$ cat src/rtl/mips_pkg.sv
// Shared encodings for the lab3 multicycle MIPS controller: opcodes, FSM states,
// datapath select encodings and the decoded control word.
package mips_pkg;

    localparam logic [5:0] OP_LW    = 6'b100011;
    localparam logic [5:0] OP_SW    = 6'b101011;
    localparam logic [5:0] OP_RTYPE = 6'b000000;
    localparam logic [5:0] OP_BEQ   = 6'b000100;
    localparam logic [5:0] OP_ADDI  = 6'b001000;
    localparam logic [5:0] OP_J     = 6'b000010;

    localparam logic [1:0] ALUSRCB_RT    = 2'b00;
    localparam logic [1:0] ALUSRCB_FOUR  = 2'b01;
    localparam logic [1:0] ALUSRCB_IMM   = 2'b10;
    localparam logic [1:0] ALUSRCB_IMMSH = 2'b11;

    localparam logic [1:0] PCSRC_ALU    = 2'b00;
    localparam logic [1:0] PCSRC_ALUOUT = 2'b01;
    localparam logic [1:0] PCSRC_JUMP   = 2'b10;

    localparam logic [1:0] ALUOP_ADD   = 2'b00;
    localparam logic [1:0] ALUOP_SUB   = 2'b01;
    localparam logic [1:0] ALUOP_FUNCT = 2'b10;

    typedef enum logic [3:0] {
        S_IDLE, S_FETCH, S_DECODE, S_MEMADR, S_MEMRD, S_MEMWB, S_MEMWR,
        S_RTYPEEX, S_ALUWB, S_BEQEX, S_ADDIEX, S_ADDIWB, S_JEX
    } state_t;

    // ready_gated: irwrite/pcwrite only take effect on a mem_ready cycle
    typedef struct packed {
        logic       mem_req;
        logic       memwrite;
        logic       iord;
        logic       irwrite;
        logic       pcwrite;
        logic       branch;
        logic       regwrite;
        logic       regdst;
        logic       memtoreg;
        logic       alusrca;
        logic [1:0] alusrcb;
        logic [1:0] aluop;
        logic [1:0] pcsrc;
        logic       ready_gated;
    } ctrl_t;

    function automatic logic is_mem_state(input state_t s);
        return (s == S_FETCH) || (s == S_MEMRD) || (s == S_MEMWR);
    endfunction

endpackage

$ cat src/rtl/mc_outdec.sv
// Moore decode of controller state into the datapath control word.
module mc_outdec
    import mips_pkg::*;
(
    input  state_t state,
    output ctrl_t  cw
);

    always_comb begin
        cw = '0;
        case (state)
            S_FETCH: begin
                cw.mem_req     = 1'b1;
                cw.irwrite     = 1'b1;
                cw.pcwrite     = 1'b1;
                cw.ready_gated = 1'b1;
                cw.alusrcb     = ALUSRCB_FOUR;
                cw.aluop       = ALUOP_ADD;
                cw.pcsrc       = PCSRC_ALU;
            end
            S_DECODE: begin
                cw.alusrcb = ALUSRCB_IMMSH;
                cw.aluop   = ALUOP_ADD;
            end
            S_MEMADR, S_ADDIEX: begin
                cw.alusrca = 1'b1;
                cw.alusrcb = ALUSRCB_IMM;
                cw.aluop   = ALUOP_ADD;
            end
            S_MEMRD: begin
                cw.mem_req = 1'b1;
                cw.iord    = 1'b1;
            end
            S_MEMWB: begin
                cw.regwrite = 1'b1;
                cw.memtoreg = 1'b1;
            end
            S_MEMWR: begin
                cw.mem_req  = 1'b1;
                cw.memwrite = 1'b1;
                cw.iord     = 1'b1;
            end
            S_RTYPEEX: begin
                cw.alusrca = 1'b1;
                cw.alusrcb = ALUSRCB_RT;
                cw.aluop   = ALUOP_FUNCT;
            end
            S_ALUWB: begin
                cw.regwrite = 1'b1;
                cw.regdst   = 1'b1;
            end
            S_BEQEX: begin
                cw.alusrca = 1'b1;
                cw.alusrcb = ALUSRCB_RT;
                cw.aluop   = ALUOP_SUB;
                cw.pcsrc   = PCSRC_ALUOUT;
                cw.branch  = 1'b1;
            end
            S_ADDIWB: cw.regwrite = 1'b1;
            S_JEX: begin
                cw.pcsrc   = PCSRC_JUMP;
                cw.pcwrite = 1'b1;
            end
            default: cw = '0;
        endcase
    end

endmodule

$ cat src/rtl/mc_controller.sv
// Main control FSM for the multicycle MIPS datapath: state sequencing,
// memory wait counter with timeout abort, and event pulse flags.
module mc_controller
    import mips_pkg::*;
#(
    parameter int TIMEOUT = 15,
    parameter int CW      = 4
) (
    input  logic       clk,
    input  logic       reset,
    input  logic [5:0] op,
    input  logic       zero,
    input  logic       mem_ready,
    output logic       mem_req,
    output logic       memwrite,
    output logic       iord,
    output logic       irwrite,
    output logic       pcen,
    output logic       regwrite,
    output logic       regdst,
    output logic       memtoreg,
    output logic       alusrca,
    output logic [1:0] alusrcb,
    output logic [1:0] aluop,
    output logic [1:0] pcsrc,
    output logic       illegal_op,
    output logic       mem_timeout
);

    localparam logic [CW:0] TO_LIM = TIMEOUT[CW:0];

    state_t        state, state_nx;
    ctrl_t         cw;
    logic [CW-1:0] wcnt;
    logic [CW:0]   wcnt_inc;
    logic          illegal_nx, timeout_hit;
    logic          illegal_flag, timeout_flag;
    logic          ready_ok;

    mc_outdec u_outdec (
        .state (state),
        .cw    (cw)
    );

    // Abort on the cycle whose wait would make the count reach TIMEOUT.
    assign wcnt_inc    = {1'b0, wcnt} + 1'b1;
    assign timeout_hit = is_mem_state(state) && !mem_ready &&
                         (TIMEOUT != 0) && (wcnt_inc == TO_LIM);

    always_comb begin
        state_nx   = state;
        illegal_nx = 1'b0;
        case (state)
            S_IDLE:   state_nx = S_FETCH;
            S_FETCH:  if (mem_ready) state_nx = S_DECODE;
            S_DECODE: begin
                case (op)
                    OP_LW, OP_SW: state_nx = S_MEMADR;
                    OP_RTYPE:     state_nx = S_RTYPEEX;
                    OP_BEQ:       state_nx = S_BEQEX;
                    OP_ADDI:      state_nx = S_ADDIEX;
                    OP_J:         state_nx = S_JEX;
                    default: begin
                        state_nx   = S_FETCH;
                        illegal_nx = 1'b1;
                    end
                endcase
            end
            S_MEMADR:  state_nx = (op == OP_SW) ? S_MEMWR : S_MEMRD;
            S_MEMRD:   if (mem_ready) state_nx = S_MEMWB;
            S_MEMWR:   if (mem_ready) state_nx = S_FETCH;
            S_RTYPEEX: state_nx = S_ALUWB;
            S_ADDIEX:  state_nx = S_ADDIWB;
            S_MEMWB, S_ALUWB, S_BEQEX, S_ADDIWB, S_JEX: state_nx = S_FETCH;
            default:   state_nx = S_IDLE;
        endcase
        if (timeout_hit) state_nx = S_FETCH;
    end

    always_ff @(posedge clk or negedge reset) begin
        if (!reset) begin
            state        <= S_IDLE;
            wcnt         <= '0;
            illegal_flag <= 1'b0;
            timeout_flag <= 1'b0;
        end else begin
            state        <= state_nx;
            illegal_flag <= illegal_nx;
            timeout_flag <= timeout_hit;
            // A FETCH->FETCH abort counts as a fresh entry.
            if (timeout_hit || (state_nx != state))
                wcnt <= '0;
            else if (is_mem_state(state) && !mem_ready && (wcnt != '1))
                wcnt <= wcnt + 1'b1;
        end
    end

    assign ready_ok    = !cw.ready_gated || mem_ready;
    assign mem_req     = cw.mem_req;
    assign memwrite    = cw.memwrite;
    assign iord        = cw.iord;
    assign irwrite     = cw.irwrite & ready_ok;
    assign pcen        = (cw.pcwrite & ready_ok) | (cw.branch & zero);
    assign regwrite    = cw.regwrite;
    assign regdst      = cw.regdst;
    assign memtoreg    = cw.memtoreg;
    assign alusrca     = cw.alusrca;
    assign alusrcb     = cw.alusrcb;
    assign aluop       = cw.aluop;
    assign pcsrc       = cw.pcsrc;
    assign illegal_op  = illegal_flag;
    assign mem_timeout = timeout_flag;

endmodule

$ cat config.mk
export PLATFORM = sky130hd
export DESIGN_NAME = mc_controller
export DESIGN_NICKNAME = d
export VERILOG_FILES = /design/src/rtl/mips_pkg.sv /design/src/rtl/mc_outdec.sv /design/src/rtl/mc_controller.sv
export SDC_FILE = /design/constraint.sdc
export NUM_CORES = 1
export LEC_CHECK = 0
export CAP_MARGIN = 20
export CORE_ASPECT_RATIO = 1.2
export CORE_MARGIN = 1
export CORE_UTILIZATION = 40
export DETAILED_ROUTE_END_ITERATION = 8
export PLACE_DENSITY = 0.68
export SLEW_MARGIN = 10
export SYNTH_ARGS = -nofsm -noshare
export SYNTH_HDL_FRONTEND = slang
export SYNTH_SLANG_ARGS = --single-unit
$ cat constraint.sdc
create_clock -name clk -period 1.9 [get_ports clk]
set_input_delay 0.19 -clock clk [delete_from_list [all_inputs] [get_ports clk]]
set_output_delay 0.19 -clock clk [all_outputs]
set_load 0.05 [all_outputs]
* Word level (Yosys, flattened, before mapping)
Cells that the tools add are included.
** Storage, ports and cells
- Input bits :: 10
- Flip-flop bits (word level) :: 10
- Output and inout port bits :: 17
** Operators by class
- Reductions and logical operators :: 21
- Add/subtract/negate cells :: 2
- Eq/ne operators :: 20
- Bitwise logic cells :: 4
- Muxes and demuxes :: 23
** Operator list (count)
- 4-bit case mux with 5 select lines :: 2
- 4-bit case mux with 8 select lines :: 1
- 4-bit 2-to-1 mux :: 6
- 4-bit == test (second input constant) :: 5
- 4-bit by 3-bit == test with 1-bit output (second input constant) :: 4
- 6-bit == test (second input constant) :: 2
- 1-bit 2-to-1 mux :: 12
- 6-bit OR reduction :: 2
- 4-bit by 2-bit == test with 1-bit output (second input constant) :: 2
- 2-bit OR reduction :: 4
- 6-bit by 2-bit == test with 1-bit output (second input constant) :: 1
- 6-bit by 3-bit == test with 1-bit output (second input constant) :: 1
- 6-bit by 4-bit == test with 1-bit output (second input constant) :: 1
- 6-bit zero test :: 1
- 3-bit OR reduction :: 2
- 4-bit by 1-bit adder with 5-bit output (second input constant) :: 1
- 5-bit by 4-bit == test with 1-bit output (second input constant) :: 1
- 4-bit by 1-bit adder with 4-bit output (second input constant) :: 1
- 4-bit by 1-bit == test with 1-bit output (second input constant) :: 1
- 4-bit zero test :: 1
- 1-bit logical OR :: 4
- 4-bit inequality test :: 1
- 4-bit inequality test (second input constant) :: 1
- 2-bit case mux with 2 select lines :: 1
- other kinds (7) :: 12

* Longest topological paths before layout
Gate-level depths: netlist (run 1).
- Word-level depth :: 9
- Depth in mapped cells :: 7

* Modules after synthesis
Synthesis (run 1) repeated with hierarchy kept, for this count alone.
** Unflattened totals
- Cell total of the unflattened synthesis :: 125
- Area total of the unflattened synthesis :: 1002.2 µm²
** Modules (own cells, without submodules)
- mc_controller :: cells each 92, sequential area each 250.2 µm², area each 803.3 µm², times used 1
- mc_outdec :: cells each 33, sequential area each 0.0 µm², area each 198.9 µm², times used 1

* Worst setup path before layout (run 1)
OpenSTA, ideal clock, no wires.
- Kind :: flip-flop to output port
- Start point :: register state[3]
- End point :: output port pcen
- Cell stages (with the launch flop) :: 7
- Slack :: -697 ps
- Path buffers :: 2
- Arrival time :: 2407 ps
- Cell sequence :: dfrtp_1 buf_6 clkbuf_1 nand2_1 nor3_1 a21oi_1 nand2_1
** Between the ends
- Cells in the longest elaborated chain, start to end :: 6
- Elaborated cells on any way between the ends :: 12
- Classes of those cells :: eq/ne: 3; mux: 3; bitwise: 3; reduce/logical: 3
** RTL lines
- from (decl) :: RTL line mc_controller.sv:32 : state_t state, state_nx;
- from (signal assigned) :: RTL line mc_controller.sv:87 : state <= state_nx;
- 4-bit by 1-bit == test with 1-bit output :: RTL line mc_outdec.sv:11 : case (state)
- 1-bit 2-to-1 mux :: RTL line mc_outdec.sv:11
- 1-bit zero test :: RTL line mc_controller.sv:98 : assign ready_ok = !cw.ready_gated || mem_ready;
- 1-bit logical OR :: RTL line mc_controller.sv:98
- 1-bit AND :: RTL line mc_controller.sv:103 : assign pcen = (cw.pcwrite & ready_ok) | (cw.branch & zero);
- 1-bit OR * :: RTL line mc_controller.sv:103
- to (decl) :: RTL line mc_controller.sv:18 : output logic pcen,
Every way passes the cells marked *; elsewhere a longest branch is shown, timed or not.

* Final worst setup path (run 1)
- Start point :: register state[2]
- End point :: register wcnt[3]
** Between the ends
- Cells in the longest elaborated chain, start to end :: 9
- Elaborated cells on any way between the ends :: 28
- Classes of those cells :: eq/ne: 13; mux: 6; reduce/logical: 9
** RTL lines
- parallel branches: the longest is 9 deep, another holds 4-bit case mux with 8 select lines
- to (signal assigned) :: RTL line mc_controller.sv:94 : wcnt <= wcnt + 1'b1;
- to (decl) :: RTL line mc_controller.sv:34 : logic [CW-1:0] wcnt;
Parallel ways; which one is timed is not known.
A chain may end at the register's enable or synchronous reset.

==> results.md, run 1 <==
- Footprint of the multi-input gates: 852.1 um2
- Slew @ Worst Pin: 493.4 ps
- Hold Buf Count CTS: 0
- Total negative slack: -949.8 ps
- Initial antenna violation count: 0
- Worst Path Required: 2100 ps
- Vias per cell: 5.844
- IO Port Bufs: 26
- DIE AREA: 2629 um2
- Overall Global Routing Usage: 29.57%
- Final Hold Viols: 0
- Clock Pin Slew Worst Setup and Hold Paths: 70 ps
- Final Cell Area: 2034 um2
- R2r worst-path depth: 7
- Critical Path AT: 2350 ps
- Stages on the worst setup path: 7
- Setup violations, final: 7
- Pre-CTS setup slack: -310.3 ps
- R2R setup slack: -250 ps
- Crit path buffers/inverters: 1
- Die X: 46.98 um
- Family with the most delay on the worst path: simple AND/OR/NAND/NOR gates
- Warnings, synthesis: 0
- Failing checks: negative setup slack
- Worst-case clock buffer depth: 2
- Cell Pwr Density: 1639 nW/um2
- Routed vias: 1309
- Internal power: 1.750 mW
- Fmax: 465.4 MHz
- Fraction of layout cells with a size suffix above 1: 51.81%
- Fin cells: 224
- Remaining global-route overflow: 0
- Num rows: 19
- Slowest stage cell on the critical path: or4_1
- Residual DRC: 0
- # placed instances: 206
- Placeable Area: 2282 um2
- Skew final: 3.304 ps
- Clock power share: 6.0%
- DP Area: 1663 um2
- # H-tree levels: 1
- Routed length per placed instance: 18.70 um
- Die Ht: 55.97 um
- Initial core utilization: 42.54%
- Post-route minimum period: 2149 ps
- Unrepaired setup endpoints after global routing: yes
- Slew Limit Fails: 0
- Comb pwr share: 84.3%
- Kind of critical path: reg2reg
- Synth unique cells: 44
- Final #Nets: 206
- # fillers: 104
- Post-detail-place hpwl: 2517 um
- RD Place Congestion: 0.8633
- Crit path launch: state[2]
- P&R area growth vs syn: 109.5%
- Crit. End Element: register
- CTS Root Cell: clkbuf_4
- I/O pins: 27
- Later-pin clock latency in the skew report: 270 ps
- CP peak stage delay: 460 ps
- Reg2reg end: wcnt[3]
- Maxcap violations: 0
- Syn Inst Count: 124
- Maximum vdd ir drop: 0.001593 V
- Final WL: 4188 um
- Pwr Total: 3.334 mW
- Mapped Area: 970.9 um2
- N_diodes: 0
- Syn nets: 136
- Tcrit/Tclk final: 113.1%
- Critical path startpoint category: register
- CTS sink count: 10
- Outcome: finished, violations left
- CTS tree: done
- Largest net degree at the start of global routing: 19
- Post-route ant nets: 0
- Seq. cell area: 254.0 um2
- Critical Path Fanout Max: 7
- Syn Area/Cell: 7.830 um2
- Setup crit end: wcnt[3]
- Sequential share of the synthesized area: 25.77%
- Total CTS buffers: 3
- Worst Slack Setup Final: -248.7 ps
- Switching share of power: 47.52%
- First-pass GRT wire length: 5609 um
- Switching Power: 1.584 mW
- Drt first pass iters: 4
- Reg2Reg Launch Point: state[2]
- HP Class: in2async
- FF+latch count, synth: 10
- Leakage: 0.8628 nW
- Max_slew headroom: 67.00%
- Vias in the first global route: 1240
- DR iter-0 viols: 56
- Flop pwr share: 9.7%
- Crit path cell chain: buf_12 > nor4_4 > a221oi_2 > o211ai_2 > a31oi_2 > or4_1 > nor2_1
==> registers in the layout (all words and copies together), names as in the netlist <==
register	cells
illegal_op	1
state	4
mem_timeout	1
wcnt	4
==> layout by cell type, fill, tap and decap left out, types with 2 or more instances in the layout <==
master / count
or4_1: 3
inv_1: 4
dfrtp_2: 3
clkdlybuf4s50_1: 11
nand2b_1: 6
nand3b_1: 2
dfrtp_1: 7
nor3b_4: 2
a31oi_1: 2
nor2_4: 2
clkbuf_4: 3
nor2_1: 8
buf_4: 33
nor2_2: 4
nor2b_1: 2
nand2_1: 10
a21oi_2: 2
o21ai_0: 4
nor3_1: 4
o211ai_1: 2
buf_12: 17
a21o_1: 2
mux2i_1: 3
a21oi_1: 4
and3_1: 4
xor2_1: 2
xnor2_1: 2
buf_6: 8
==> cells in the mapped netlist, drive strengths merged <==
library cell   n  area share (%)
or4            4             3.1
nor2          14             5.4
nor4b          1             1.5
o2111ai        1            0.90
nor3           6             3.1
a31oi          3             1.9
nor2b          2             1.3
and3b          1            0.90
o21a           1            0.77
ha             2             2.6
mux2i          3             3.1
o221ai         1            0.90
o21ai          5             2.6
clkbuf         2            0.77
o22ai          2             1.3
a221oi         1            0.90
o21bai         1            0.77
a21bo          1             1.0
o32a           1             1.0
nand2         13             5.0
o211a          1             1.0
o211ai         4             4.1
a21oi          6             3.1
a22oi          1            0.77
nand3          1            0.51
xnor2          2             1.8
inv            6             2.3
buf            4             2.6
xor2           2             1.8
a21o           2             1.5
a211oi         2             1.5
nand3b         2             1.5
dfrtp         10              26
and3           4             2.6
or2            1            0.64
nor4           2             2.8
nor3b          2             2.1
nand2b         7             4.5
==> worst min path at each step <==
stage	start	to	cells past startpoint
after floorplan	reset	illegal_op	0
after global placement	reset	illegal_op	1
after detailed placement	reset	illegal_op	1
after CTS	reset	illegal_op	1
after global routing	reset	wcnt[1]	1
final	reset	wcnt[2]	1
==> what timing repair did <==
action	4_1_cts	5_1_grt
resized for setup	23	27
endpoints found under the setup margin	11	11
cloned	0	1
pin swaps	7	18
buffers inserted	6	7
==> cell type report <==
cell class | instances | share of cell area (%)
Timing Repair Buffer | 71 | 40.71
Sequential cell | 10 | 12.48
Clock buffer | 4 | 1.784
Inverter | 6 | 1.230
Multi-Input combinational cell | 102 | 41.88
Tap cell | 31 | 1.907
==> per-stage QoR <==
| stage | util (%) | hold slack, ps |
|---|---|---|
| floorplan | - | -105.6 |
| detailed placement | 72.86 | 538.4 |
| global placement | 72.86 | 505.4 |
| CTS | 80.87 | 251.1 |
| finish | 89.14 | 236.7 |
| global route | 89.14 | 250.3 |
==> routing by layer <==
| metal | track usage (%) | share of wire (%) | vias to the layer above | wire, um |
|---|---|---|---|---|
| li1 | - | - | 593 | - |
| met1 | 33.95 | 36 | 633 | 1498 |
| met2 | 51.39 | 55 | 65 | 2311 |
| met3 | 5.844 | 5.5 | 18 | 229 |
| met4 | 10.61 | 3.5 | 0 | 148 |
| met5 | 0 | 0 | - | 0 |
==> power groups by stage <==
stage,clock network [mW],registers (mW),logic (mW)
2_1_floorplan,0,0.334,1.10
3_3_place_gp,0,0.300,2.10
3_5_place_dp,0,0.304,2.15
4_1_cts,0.195,0.301,2.38
5_1_grt,0.218,0.325,2.93
6_report,0.200,0.324,2.81
==> kinds of logic (layout without fill, tap and decap cells) <==
logic type / Yosys count / count (layout) / synth area share (%)
and+or+nand+nor: 60 / 60 / 35.05
AOI/OAI and AO/OA: 33 / 33 / 24.23
adders and majority gates: 2 / 2 / 2.577
muxes: 3 / 3 / 3.093
buffers and inverters: 12 / 81 / 5.670
DFF: 10 / 10 / 25.77
xor gates and xnor gates: 4 / 4 / 3.609
(Power assumes the default switching activity.)
==> inputs of run 2 (changes only) <==
- CAP_MARGIN: 20 -> not set
==> results of run 2 <==
No change in the layout: final DEF, timing and power equal those of run 1.
==> inputs of run 3 (changes only) <==
- CELL_PAD_IN_SITES_DETAIL_PLACEMENT: not set -> 2
- CELL_PAD_IN_SITES_GLOBAL_PLACEMENT: not set -> 2
- CORE_UTILIZATION: 40 -> 31
- DONT_BUFFER_PORTS: not set -> 1
- PLACE_DENSITY: 0.68 -> 0.7
==> run 3 against run 2 <==
The run still ends with negative setup slack left. Sequential cell count unchanged. Die area up 28%. Wire length increased by 25%. Worst hold slack better by 12 ps. Critical path type unchanged. Critical endpoint unchanged. Highest routed layer unchanged.
==> results.md, run 3 (same netlist as run 1, synthesis figures left out) <==
- WHS Endpoint: illegal_op
- IO Port Bufs: 0
- Kind of critical path: reg2reg
- Slew @ Worst Pin: 587.6 ps
- CTS tree: done
- Later-pin clock latency in the skew report: 270 ps
- Leakage: 0.6927 nW
- Routed vias: 1225
- Slowest stage cell on the critical path: dfrtp_2
- Critical Path Fanout Max: 7
- Residual DRC: 0
- Final Hold Viols: 0
- First-pass GRT wire length: 6410 um
- # H-tree levels: 1
- Placeable Area: 2890 um2
- Outcome: finished, violations left
- Die Ht: 63.31 um
- Clock power share: 7.0%
- Failing checks: negative setup slack
- Setup violations, final: 11
- Largest net degree at the start of global routing: 19
- RD Place Congestion: 0.8872
- Critical Path AT: 2390 ps
- Commonest non-fill, non-tap cell in the layout: buf_4
- Routed length per placed instance: 25.88 um
- Fmax: 445.0 MHz
- Total negative slack: -1924 ps
- CP peak stage delay: 450 ps
- Switching Power: 1.521 mW
- DIE AREA: 3361 um2
- Worst-case clock buffer depth: 2
- Initial antenna violation count: 0
- R2r worst-path depth: 8
- Die X: 53.09 um
- Crit. End Element: register
- Maxcap violations: 0
- Drt first pass iters: 6
- Top Registers: state: 4 flops, wcnt: 4 flops
- Tcrit/Tclk final: 118.3%
- Final Cell Area: 1608 um2
- DP Area: 1316 um2
- Overall Global Routing Usage: 26.74%
- Reg2reg end: wcnt[3]
- Crit path buffers/inverters: 2
- Comb pwr share: 80.9%
- Worst hold start: op[4]
- # fillers: 296
- Unrepaired setup endpoints after global routing: yes
- Num rows: 21
- Total CTS buffers: 3
- Skew final: 14.94 ps
- P&R area growth vs syn: 65.59%
- Post-route ant nets: 0
- Crit path cell chain: buf_6 > buf_4 > nor2b_1 > a22oi_1 > o22ai_2 > mux2i_1 > o32a_1 > nor2_1
- Cell Pwr Density: 1750 nW/um2
- Reg2Reg Launch Point: state[2]
- Final #Nets: 182
- Final Core Density: 55.63%
- HP Class: in2reg
- Internal power: 1.293 mW
- Switching share of power: 54.05%
- Critical path startpoint category: register
- CTS Root Cell: clkbuf_4
- Clock Pin Slew Worst Setup and Hold Paths: 80 ps
- Vias per cell: 6.034
- N_diodes: 0
- Fraction of layout cells with a size suffix above 1: 49.11%
- DR iter-0 viols: 24
- Commonest cells after routing, fill and taps aside: 35 x buf_4, 10 x nand2_1, 10 x nor2_1
- Family with the most delay on the worst path: compound AO/OA/AOI/OAI gates
- Worst Path Required: 2040 ps
- Maximum vdd ir drop: 0.0009502 V
- Vias in the first global route: 1295
- Max_slew headroom: 60.47%
- Post-detail-place hpwl: 2866 um
- Final WL: 5254 um
- CTS sink count: 10
- Crit path launch: state[2]
- Remaining global-route overflow: 0
- Post-route minimum period: 2247 ps
- Initial core utilization: 33.59%
- Hold path depth: 2
- Flop pwr share: 12.1%
- I/O pins: 27
- R2R setup slack: -350 ps
- Worst Slack Setup Final: -347.4 ps
- Slew Limit Fails: 0
-- run 3: worst max path at each step --
stage                          to  slack [ps]  depth (start not counted)
after detailed placement  wcnt[3]        -180                          6
after global routing      wcnt[3]        -380                          7
after floorplan           wcnt[2]        -290                          7
after global placement    wcnt[3]        -100                          6
final                     wcnt[3]        -350                          8
after CTS                 wcnt[0]        -230                          6
-- run 3: power groups by stage --
stage	clock network (mW)	registers (mW)	logic [mW]
6_report	0.198	0.339	2.28
5_1_grt	0.211	0.343	2.36
4_1_cts	0.194	0.320	1.88
3_5_place_dp	0	0.320	1.78
3_3_place_gp	0	0.318	1.72
2_1_floorplan	0	0.334	1.10
-- run 3: worst reg2reg max path, delay by kind of cell, from the launching register on --
| family | cells | cell delay [ps] |
|---|---|---|
| DFF | 1 | 450 |
| buffers and inverters | 2 | 290 |
| and+or+nand+nor | 2 | 360 |
| AOI/OAI and AO/OA | 3 | 750 |
| muxes | 1 | 270 |
-- run 3: final cells by class --
cell class | count | area (um2) | share of cell area [%]
Inverter | 6 | 28.78 | 1.790
Tap cell | 34 | 42.54 | 2.646
Sequential cell | 10 | 252.7 | 15.72
Timing Repair Buffer | 47 | 431.7 | 26.85
Multi-Input combinational cell | 102 | 815.8 | 50.74
Clock buffer | 4 | 36.28 | 2.257
-- run 3: repair_timing --
item | CTS | global route
pin swaps | 6 | 14
resized for setup | 11 | 24
hold buffers | 1 | 0
buffers inserted | 3 | 9
endpoints found under the hold margin | 10 | 0
endpoints found under the setup margin | 9 | 14
-- run 3: per-stage QoR --
stage	power (mW)	std cells	hold slack, ps	setup slack, ps
after global routing	2.909	203	230.2	-375.4
after global placement	2.035	187	-105.4	-95.58
after CTS	2.391	195	198.6	-226.4
after detailed placement	2.104	187	-105.4	-178.6
final	2.813	203	249.0	-347.4
after floorplan	1.438	124	-105.6	-288.9
-- run 3: per-layer routing --
layer / track usage [%] / up-vias / part of all wire, %
li1: - / 544 / -
met1: 25.33 / 608 / 36
met2: 47.31 / 51 / 55
met3: 7.971 / 22 / 4.2
met4: 17.43 / 0 / 5.0
met5: 0 / - / 0
==> variant 1 (flow settings as in run 2) <==
Set the parameter `CW` to 5 (it was 4).
--- a/src/rtl/mc_controller.sv
+++ b/src/rtl/mc_controller.sv
@@ -6,3 +6,3 @@
     parameter int TIMEOUT = 15,
-    parameter int CW      = 4
+    parameter int CW      = 5
 ) (
Formal check against the unedited RTL: same outputs for any inputs over 10 cycles, from zero or initial values and one cycle with reset low; that may be too few to reach the edited logic, so the function may still have changed.
==> variant 1 against run 2 <==
- routed wire length shrank 38%
- synthesized area down 1.7%
- design area decreased by 27%
- cell count is 21% lower
- power decreased by 38%
- count of clock-buffer cells in the layout shrank 1
- combinational power decreased by 46%
- setup slack better by 310 ps
- sequential cell count is 1 higher
- largest cell class unchanged
==> variant 1: results (changes against run 2) <==
Synth
  • Mapped Cells: 113 (-8.9%)
  • Most frequent cells after synthesis: nor2_1 (19), dfrtp_1 (11), nand2_1 (8)
  • Post-synthesis mux area share: 1.05% (-2.0 points)
  • Leading post-synthesis cells by cell area: dfrtp_1 (29%), nor2_1 (7.5%), ha_1 (3.9%)
  • Post-synthesis adder-cell area fraction: 3.93% (+1.4 points)
  • Synth top area share: 28.8% (+3.1 points)
  • Post-synthesis sequential area ratio: 28.8% (+3.1 points)
  • Mapped Nets: 126 (-7.4%)
  • XOR/XNOR Fraction of Synth Area: 2.75% (-0.86 points)

Placed design
  • Placed cells: 171 (-17%)
  • Placed wire-length estimate: 1.96 mm (-22%)
  • Post-Place Cell Area: 1410 um2 (-15%)

Worst setup path
  • Worst r2r src: wcnt[1]
  • Worst Path Max Fanout: 6 (-1)
  • Flop2flop setup slack: 60 ps (+310 ps)
  • Crit-path slowest cell: dfrtp_1
  • Critical Path AT: 2050 ps (-300 ps)
  • Delay of the slowest critical-path stage: 440 ps (-20 ps)

Final layout
  • Layout clock buffers: 3 (-1)
  • Clk cell area share: 1.84% (+0.059 points)
  • Biggest regs: wcnt (5), state (4)
  • Final Core Density: 65.5% (-24 points)
  • Nets@finish: 161 (-22%)
  • Fraction of area in multi-input gates: 44.3% (+2.4 points)
  • Fin cells: 178 (-21%)

Detailed routing
  • Wirelength, routed: 2.59 mm (-38%)

Power and ir drop
  • Gate power share: 73.4% (-11 points)
  • Leak: 0.627 nW (-27%)
  • P_seq: 0.000386 W (+19%)
  • Peak supply drop: 1080 uV (-32%)
  • Total chip power: 0.00207 W (-38%)

Timing
  • Final Worst Setup Slack: 61.2 ps (+310 ps)
  • Worst hold slack: 264 ps (+27.2 ps)
  • Clock skew: 0.639 ps (-2.66 ps)

Global routing
  • Total GRT Usage: 22.1% (-7.5 points)
  • Met2 Resource Use GR: 40.9% (-11 points)
  • Number of global-route vias before repair: 1,009 (-19%)
  • Met1 GRT Util: 24.9% (-9.1 points)
  • First-pass GRT wire length: 4.28 mm (-24%)

Outcome
  • Status: completed

Clocking
  • Clk sinks: 11 (+1)
[variant 1: cell count changes after synthesis, moves of 3 or more]
cell             run 2  this run
nand2_1             13         8
nand2b_1             7         2
nor2_1              14        19
a21oi_1              6         2
and3_1               4         1
o21ai_0              4         7
or4_1                4         1
[variant 1: worst max path at each step]
stage | cells past startpoint | endpoint | from
after floorplan | 4 | pcen | state[1]
after global placement | 7 | wcnt[3] | wcnt[1]
after detailed placement | 7 | wcnt[3] | wcnt[1]
after CTS | 7 | wcnt[3] | wcnt[1]
after global routing | 7 | wcnt[3] | wcnt[1]
final | 7 | wcnt[3] | wcnt[1]
[variant 1: routing by layer]
layer | wire length (um) | vias to the layer above
met4 | 18 | 0
li1 | - | 478
met5 | 0 | -
met1 | 959 | 464
met3 | 62 | 4
met2 | 1550 | 16
[variant 1: repair_timing]
item / in CTS / in global routing
pin swaps: 0 / 1
setup buffers: 0 / 3
gates resized for setup: 2 / 6
endpoints found under the hold margin: 0 / 0
setup endpoints to repair: 4 / 6
gates cloned: 0 / 0
==> variant 2 (settings of run 2) <==
Made on the original files. Set the parameter `TIMEOUT` to 7 (it was 15).
--- a/src/rtl/mc_controller.sv
+++ b/src/rtl/mc_controller.sv
@@ -5,3 +5,3 @@
 #(
-    parameter int TIMEOUT = 15,
+    parameter int TIMEOUT = 7,
     parameter int CW      = 4
Check against the original RTL: not equivalent (a bounded check fails within 10 cycles, from zero or initial values and one cycle with reset low).
==> variant 2 against run 2 <==
- routed wire length fell by 23%
- critical path type is now reg -> out
- clock skew fell by 2.8 ps
- first-iteration DRC count fell by 54%
- synthesized area rose by 0.64%
- setup slack improved by 230 ps
- combinational power fell by 21%
- the run still ends with negative setup slack left
- design area fell by 11%
- sequential cell count did not move
- sequential share of layout area rose by 1.5 points
- power fell by 19%
==> variant 2: results (changes against run 2) <==
Outcome
  • Status: complete, but fails checks
  • Failing checks: negative setup slack

Power and ir drop
  • Peak supply drop: 1290 uV (-19%)
  • Leak: 0.811 nW (-6.1%)

Detailed routing
  • Met2 WL: 1.71 mm (-26%)
  • Metal-1 WL: 1.30 mm (-13%)
  • Met3 WL: 143 um (-38%)
  • Starting DRC count in detailed routing: 26 (-54%)
  • WL/cell: 15.6 um (-17%)
  • Via count: 1,121 (-14%)

Placed design
  • Post-Place Cell Area: 1570 um2 (-5.5%)
  • Port Buffers: 26 (unchanged)
  • Placed wire-length estimate: 2.32 mm (-8.0%)
  • Placed cells: 193 (-6.3%)
  • Dpl ws: -314 ps (-3.25 ps)
  • GP Congestion: 0.890 (+3.1%)

Synth
  • Compound-cell area share of the yosys netlist: 23.8% (-0.41 points)
  • Mapped Nets: 136 (unchanged)
  • Leading post-synthesis cells by cell area: dfrtp_1 (26%), nor3_1 (5.1%), nor2_1 (5.0%)
  • XOR/XNOR Fraction of Synth Area: 5.38% (+1.8 points)
  • Post-synthesis adder-cell area fraction: 2.56% (-0.017 points)
  • Post-synthesis mux area share: 1.15% (-1.9 points)
  • Most frequent cells after synthesis: nor2_1 (13), dfrtp_1 (10), nor3_1 (10)
  • Post-synthesis sequential area ratio: 25.6% (-0.17 points)

Global routing
  • Total GRT Usage: 26.4% (-3.2 points)
  • First-pass GRT wire length: 4.97 mm (-11%)
  • Largest net degree at the start of global routing: 13 (-6)
  • Met2 Resource Use GR: 46.2% (-5.2 points)
  • Met1 GRT Util: 28.7% (-5.2 points)

Timing
  • Setup violators final: 1 (-6)
  • Post-route setup TNS: -19.1 ps (+931 ps)
  • Max transition margin: 67.0% (about the same)
  • Final Worst Setup Slack: -19.1 ps (+230 ps)
  • Clock skew: 0.539 ps (-2.76 ps)

Worst setup path
  • Crit-path slowest cell: dfrtp_2
  • Critical Path AT: 1730 ps (-620 ps)
  • Worst Path Max Fanout: 8 (+1)
  • Flop2flop setup slack: 10 ps (+260 ps)
  • Top delay family on crit path: flip-flops
  • R2R depth: 8 (+1)
  • R2r endpoint: wcnt[3]

Clocking
  • Setup bufs post-CTS: 0 (-6)
  • Post_cts resized: 10 (-57%)

Final layout
  • Share of post-route cells with drive strength above 1: 48.6% (-3.2 points)
  • Fin cells: 208 (-7.1%)
  • Final instance area: 1820 um2 (-11%)
  • # diodes: 0 (unchanged)
variant 2: worst max-delay path by stage:
stage	from	endpoint	slack, ps	cells past startpoint
final	state[2]	alusrca	-20	5
after floorplan	state[0]	memwrite	-140	3
after global routing	wcnt[0]	wcnt[3]	-80	8
after CTS	state[2]	alusrca	-6	5
after global placement	op[0]	wcnt[3]	-240	7
after detailed placement	op[0]	wcnt[3]	-310	7
variant 2: cell type report:
type,instances,area (um2)
Sequential cell,10,254
Inverter,5,18.8
Clock buffer,3,22.5
Tap cell,31,38.8
Fill cell,155,485
Timing Repair Buffer,60,682
Multi-Input combinational cell,99,805
variant 2: where the power goes:
part / internal, W / switching (W) / leakage (nW) / total, W
clock network: 0.0000737 / 0.0000802 / 0.0138 / 0.000154
logic: 0.00105 / 0.00115 / 0.666 / 0.00221
registers: 0.000264 / 0.0000792 / 0.131 / 0.000343
total: 0.00139 / 0.00131 / 0.811 / 0.00270
